<file path="config.mk">
export PLATFORM = sky130hd
export DESIGN_NAME = mem_stage
export DESIGN_NICKNAME = d
export VERILOG_FILES = /design/src/rtl/mem_stage_pkg.sv /design/src/rtl/mem_stage_align.sv /design/src/rtl/mem_stage.sv
export SDC_FILE = /design/constraint.sdc
export NUM_CORES = 1
export LEC_CHECK = 0
export ABC_AREA = 1
export CAP_MARGIN = 20
export CORE_ASPECT_RATIO = 1.1
export CORE_MARGIN = 1.5
export CORE_UTILIZATION = 45
export DETAILED_ROUTE_END_ITERATION = 16
export GPL_ROUTABILITY_DRIVEN = 1
export PLACE_DENSITY = 0.79
export SLEW_MARGIN = 40
export SYNTH_ARGS = -nofsm -noshare
export SYNTH_HDL_FRONTEND = slang
export SYNTH_SLANG_ARGS = --single-unit
</file>
<file path="constraint.sdc">
create_clock -name clk -period 5.8 [get_ports clk]
set_input_delay 0.87 -clock clk [delete_from_list [all_inputs] [get_ports clk]]
set_output_delay 0.87 -clock clk [all_outputs]
set_load 0.05 [all_outputs]
</file>
<file path="src/rtl/mem_stage_pkg.sv">
// mem_stage_pkg: memory-op encoding, FSM states and op classification helpers.
package mem_stage_pkg;
  typedef enum logic [3:0] {
    MEM_NONE = 4'd0,
    MEM_LB   = 4'd1,
    MEM_LH   = 4'd2,
    MEM_LW   = 4'd3,
    MEM_LBU  = 4'd4,
    MEM_LHU  = 4'd5,
    MEM_SB   = 4'd6,
    MEM_SH   = 4'd7,
    MEM_SW   = 4'd8
  } mem_op_t;
  typedef enum logic [1:0] {IDLE, REQ, RESP} state_t;
  function automatic logic is_store(input mem_op_t op);
    return op == MEM_SB || op == MEM_SH || op == MEM_SW;
  endfunction
  function automatic logic is_misaligned(input mem_op_t op, input logic [1:0] off);
    return ((op == MEM_LH || op == MEM_LHU || op == MEM_SH) && off[0]) ||
           ((op == MEM_LW || op == MEM_SW) && off != 2'b00);
  endfunction
endpackage

</file>
<file path="src/rtl/mem_stage_align.sv">
// mem_stage_align: store lane steering/byte enables and load byte/halfword extraction.
module lsu_align
  import mem_stage_pkg::*;
(
  input  mem_op_t     op_i,
  input  logic [1:0]  off_i,
  input  logic [31:0] sdata_i,
  input  logic [31:0] rdata_i,
  output logic [3:0]  be_o,
  output logic [31:0] wdata_o,
  output logic [31:0] ldata_o
);
  logic [7:0]  lbyte;
  logic [15:0] lhalf;
  assign be_o    = op_i == MEM_SB ? 4'b0001 << off_i :
                   op_i == MEM_SH ? (off_i[1] ? 4'b1100 : 4'b0011) : 4'b1111;
  assign wdata_o = op_i == MEM_SB ? {4{sdata_i[7:0]}} :
                   op_i == MEM_SH ? {2{sdata_i[15:0]}} : sdata_i;
  assign lbyte   = off_i == 2'd0 ? rdata_i[7:0]   : off_i == 2'd1 ? rdata_i[15:8] :
                   off_i == 2'd2 ? rdata_i[23:16] : rdata_i[31:24];
  assign lhalf   = off_i[1] ? rdata_i[31:16] : rdata_i[15:0];
  assign ldata_o = op_i == MEM_LB  ? {{24{lbyte[7]}}, lbyte} :
                   op_i == MEM_LBU ? {24'b0, lbyte} :
                   op_i == MEM_LH  ? {{16{lhalf[15]}}, lhalf} :
                   op_i == MEM_LHU ? {16'b0, lhalf} : rdata_i;
endmodule

</file>
<file path="src/rtl/mem_stage.sv">
// mem_stage: single-outstanding load/store stage with registered valid/ready result.
// Optional MEM_MISALIGN_TRAP_EN: misaligned accesses fault instead of issuing a request.
module mem_stage
  import mem_stage_pkg::*;
(
  input  logic        clk,
  input  logic        reset_n,
  input  logic        in_valid,
  output logic        in_ready,
  input  mem_op_t     in_mem_op,
  input  logic [31:0] in_alu_result,
  input  logic [31:0] in_store_data,
  input  logic [4:0]  in_rd,
  input  logic        in_reg_write,
  output logic        dmem_req,
  output logic        dmem_we,
  output logic [31:0] dmem_addr,
  output logic [3:0]  dmem_be,
  output logic [31:0] dmem_wdata,
  input  logic        dmem_ack,
  input  logic        dmem_rvalid,
  input  logic [31:0] dmem_rdata,
  output logic        out_valid,
  input  logic        out_ready,
  output logic [31:0] out_data,
  output logic [4:0]  out_rd,
  output logic        out_reg_write,
  output logic        out_misaligned
);
  state_t      state_q;
  mem_op_t     op_q;
  logic [1:0]  off_q;
  logic [4:0]  rd_q;
  logic        rw_q;
  logic        req_q, we_q, valid_q, owr_q, mis_q;
  logic [31:0] addr_q, wdata_q, data_q;
  logic [3:0]  be_q;
  logic [4:0]  ord_q;
  logic        accept, mis;
  logic [3:0]  be;
  logic [31:0] wdata, ldata;
  assign in_ready = state_q == IDLE && (!valid_q || out_ready);
  assign accept   = in_valid && in_ready;
`ifdef MEM_MISALIGN_TRAP_EN
  assign mis = is_misaligned(in_mem_op, in_alu_result[1:0]);
`else
  assign mis = 1'b0;
`endif
  // Idle steers the aligner from the incoming op; afterwards from the captured op.
  lsu_align u_align (
    .op_i    (state_q == IDLE ? in_mem_op : op_q),
    .off_i   (state_q == IDLE ? in_alu_result[1:0] : off_q),
    .sdata_i (in_store_data),
    .rdata_i (dmem_rdata),
    .be_o    (be),
    .wdata_o (wdata),
    .ldata_o (ldata)
  );
  always_ff @(posedge clk or negedge reset_n)
    if (!reset_n) begin
      state_q <= IDLE;
      op_q    <= MEM_NONE;
      off_q   <= 2'b0;
      rd_q    <= 5'b0;
      rw_q    <= 1'b0;
      req_q   <= 1'b0;
      we_q    <= 1'b0;
      addr_q  <= 32'b0;
      be_q    <= 4'b0;
      wdata_q <= 32'b0;
      valid_q <= 1'b0;
      data_q  <= 32'b0;
      ord_q   <= 5'b0;
      owr_q   <= 1'b0;
      mis_q   <= 1'b0;
    end else begin
      if (valid_q && out_ready) valid_q <= 1'b0;
      case (state_q)
        IDLE: if (accept) begin
          if (in_mem_op == MEM_NONE || mis) begin
            valid_q <= 1'b1;
            data_q  <= in_alu_result;
            ord_q   <= in_rd;
            owr_q   <= in_reg_write && !mis;
            mis_q   <= mis;
          end else begin
            op_q    <= in_mem_op;
            off_q   <= in_alu_result[1:0];
            rd_q    <= in_rd;
            rw_q    <= in_reg_write;
            req_q   <= 1'b1;
            we_q    <= is_store(in_mem_op);
            addr_q  <= {in_alu_result[31:2], 2'b00};
            be_q    <= be;
            wdata_q <= wdata;
            state_q <= REQ;
          end
        end
        REQ: if (dmem_ack) begin
          req_q <= 1'b0;
          if (we_q) begin
            valid_q <= 1'b1;
            data_q  <= {addr_q[31:2], off_q};
            ord_q   <= rd_q;
            owr_q   <= 1'b0;
            mis_q   <= 1'b0;
            state_q <= IDLE;
          end else state_q <= RESP;
        end
        RESP: if (dmem_rvalid) begin
          valid_q <= 1'b1;
          data_q  <= ldata;
          ord_q   <= rd_q;
          owr_q   <= rw_q;
          mis_q   <= 1'b0;
          state_q <= IDLE;
        end
        default: state_q <= IDLE;
      endcase
    end
  assign dmem_req       = req_q;
  assign dmem_we        = we_q;
  assign dmem_addr      = addr_q;
  assign dmem_be        = be_q;
  assign dmem_wdata     = wdata_q;
  assign out_valid      = valid_q;
  assign out_data       = data_q;
  assign out_rd         = ord_q;
  assign out_reg_write  = owr_q;
  assign out_misaligned = mis_q;
endmodule

</file>
==> key figures <==
Setup path
  • Worst path required time: 4.93 ns
  • CP Class: reg -> out
  • Reg-to-reg critical path startpoint: state_q[0]
  • CP startpoint: state_q[0]
  • Crit path max fanout: 15
  • CP arrival: 2.65 ns
  • Startpoint types: flop
  • CP Capture Type: output port

Synth
  • Post-synth cell types: 36
  • Post-synthesis simple-gate area fraction: 26.0%
  • Post-synthesis mux area share: 0%
  • Post-Synth Adder-Cell Area: 0.916%
  • Avg Inst Size Synth: 7.17 µm²
  • Synth Area in Compound Gates: 19.1%
  • Seq cells post-synth: 121
  • Sequential area share after synthesis: 44.3%
  • Yosys warning count: 0
  • XOR/XNOR share of the synthesized area: 0%
  • Largest family of logic cells by synthesized area: simple AND/OR/NAND/NOR gates
  • Synth Cell Area: 0.00683 mm²
  • Synth Instances: 952

Placed design
  • Number of port buffers: 219
  • Pre-CTS WS: 2.21 ns
  • Hpwl dp: 14900 µm
  • Dpl cells: 1321
  • GPL Wtd Cong: 0.882

Routing
  • Iteration-0 DRC Markers: 525
  • Via density: 5.16
  • Vias: 6985
  • 1st-pass router iterations: 5
  • ANT nets after route: 0
  • WL final: 21300 µm
  • DRC: 0
  • Routed len/inst: 15.7 µm

Floorplan
  • Die X-Extent: 120 µm
  • Die footprint: 0.0159 mm²
  • Starting density of the core: 45.7%
  • Core Footprint: 0.0149 mm²
  • Top-level port count: 223
  • Die height: 132 µm
  • Row count: 47

Clocking
  • H-tree levels: 4
  • Number of buffers created by CTS: 17
  • Clock-pin slew on the worst setup and hold paths: 0.07 ns
  • Clk Latency, worst-skew pair: 0.42 ns
  • CTS resizes: 0
  • CTS tree: yes
  • Clock Tree Root: clkbuf_16
  • Max clock buf depth: 2
  • Post-cts hold buffer count: 0
  • Clock sink count: 121
  • Setup bufs post-CTS: 0

GRT
  • Gr usage total: 27.1%
  • Vias in the first global route: 6820
  • First-pass GRT wire length: 34200 µm
  • Gr ovfl total: 0
  • Initial antenna violation count: 0
  • Largest net degree at the start of global routing: 69

Timing
  • Setup total negative slack: 0 ns
  • Final hold slack: 0.425 ns
  • Fmax: 284 MHz
  • Max-slew violations: 0
  • Worst setup margin: 2.28 ns
  • Worst Max-Slew Pin Slew: 0.740 ns
  • Minimum clock period after layout: 3.52 ns
  • Final period utilization: 60.6%
  • Final Hold Vio Count: 0
  • Final setup fails: 0
  • Clk_skew: 0.0101 ns
  • RSZ-0062 raised after global routing: no
  • Relative slew slack: 50.7%

Finish
  • Commonest cells after routing, fill and taps aside: 298 x nand2_1, 218 x clkdlybuf4s50_1, 121 x dfrtp_1
  • Ant. Diodes: 0
  • NumNets Final: 1262
  • Layout cell share with drive strength beyond 1: 7.25%
  • FILL cells: 1378
  • Layout area overhead: 41.0%
  • Final non-filler cell total: 1354
  • Most common cell after layout, fill and taps aside: nand2_1

Pwr
  • Total Power: 7.11 mW
  • Maximum VDD drop: 0.377 mV
  • P_leak: 4.59 nW
  • Pwr/cell area: 739 mW/mm²

Min path
  • Hold Path Class: in -> async

Flow run
  • Max-Cap Viols: 0

Outcome
  • Outcome: finished clean
[cell type report]
class                           count  area (µm²)  share of cell area, %
Multi-Input combinational cell    681        3170                   32.9
Tap cell                          196         245                   2.55
Sequential cell                   121        3030                   31.4
Inverter                           99         377                   3.91
Clock buffer                       17         425                   4.42
Clock inverter                     15         133                   1.38
Timing Repair Buffer              225        2250                   23.4
[metal layers]
metal	track usage (%)	part of all wire, %	vias to the layer above
met2	44.7	48	295
met3	7.35	8.2	25
met5	0	0	-
li1	-	-	3428
met4	6.67	1.2	0
met1	35.3	43	3237
[Yosys cell counts, drive strengths merged]
library cell	number	share of area, %
a21boi	8	0.88
a31oi	1	0.092
nand2	311	18
nand4	3	0.27
nor2	73	4.4
o21ai	117	8.8
o211ai	3	0.48
dfrtp	121	44
o221ai	1	0.13
inv	99	5.5
or2	9	0.82
nand3	27	2.1
and2	1	0.092
ha	5	0.92
nor3	6	0.44
clkbuf	25	1.4
a21oi	102	7.7
conb	1	0.055
a32oi	2	0.26
o22ai	9	0.82
buf	28	2.7
[metrics by stage]
stage / util (%) / area (µm²)
after floorplan: - / 6840
after global placement: 60.5 / 9040
after detailed placement: 60.6 / 9050
after CTS: 64.3 / 9610
after global routing: 64.5 / 9630
final: 64.5 / 9630
[final timing paths]
path / to / slack (ns) / cells past startpoint
worst max register to register: dmem_wdata[30] / 2.60 / 12
max in group asynchronous: out_data[9] / 4.37 / 3
worst min-delay path: dmem_addr[16] / 0.43 / 1
min in group clk: out_data[19] / 0.47 / 2
worst min register to register: out_data[19] / 0.47 / 2
worst max-delay path: in_ready / 2.28 / 5
[power breakdown]
group / total (mW) / internal (mW) / leakage, nW / switching, mW
Clock: 1.01 / 0.562 / 0.271 / 0.445
Sequential: 1.54 / 1.27 / 1.46 / 0.274
Combinational: 4.57 / 1.42 / 2.86 / 3.14
Total: 7.11 / 3.25 / 4.59 / 3.86
[worst max-delay path, stage by stage, from the launching register on]
cell and delay, ns:
dfrtp_1 0.40, inv_1 0.14, ha_1 0.50, inv_2 0.18, nor2_1 0.18, clkdlybuf4s50_1 0.82
[logic make-up after synthesis]
family / count (synthesis)
AOI/OAI and AO/OA: 243
buffers and inverters: 152
DFF: 121
other: 1
and+or+nand+nor: 430
adders and majority gates: 5
[flip-flops by register name (all words and copies together) (netlist names)]
signal and count:
off_q 2, rw_q 1, out_valid 1, dmem_req 1, dmem_be 4, rd_q 5
dmem_wdata 32, out_data 32, op_q 4, dmem_addr 30, dmem_we 1, out_reg_write 1
state_q 2, out_rd 5
No activity file was read; power rests on OpenSTA's default activity.
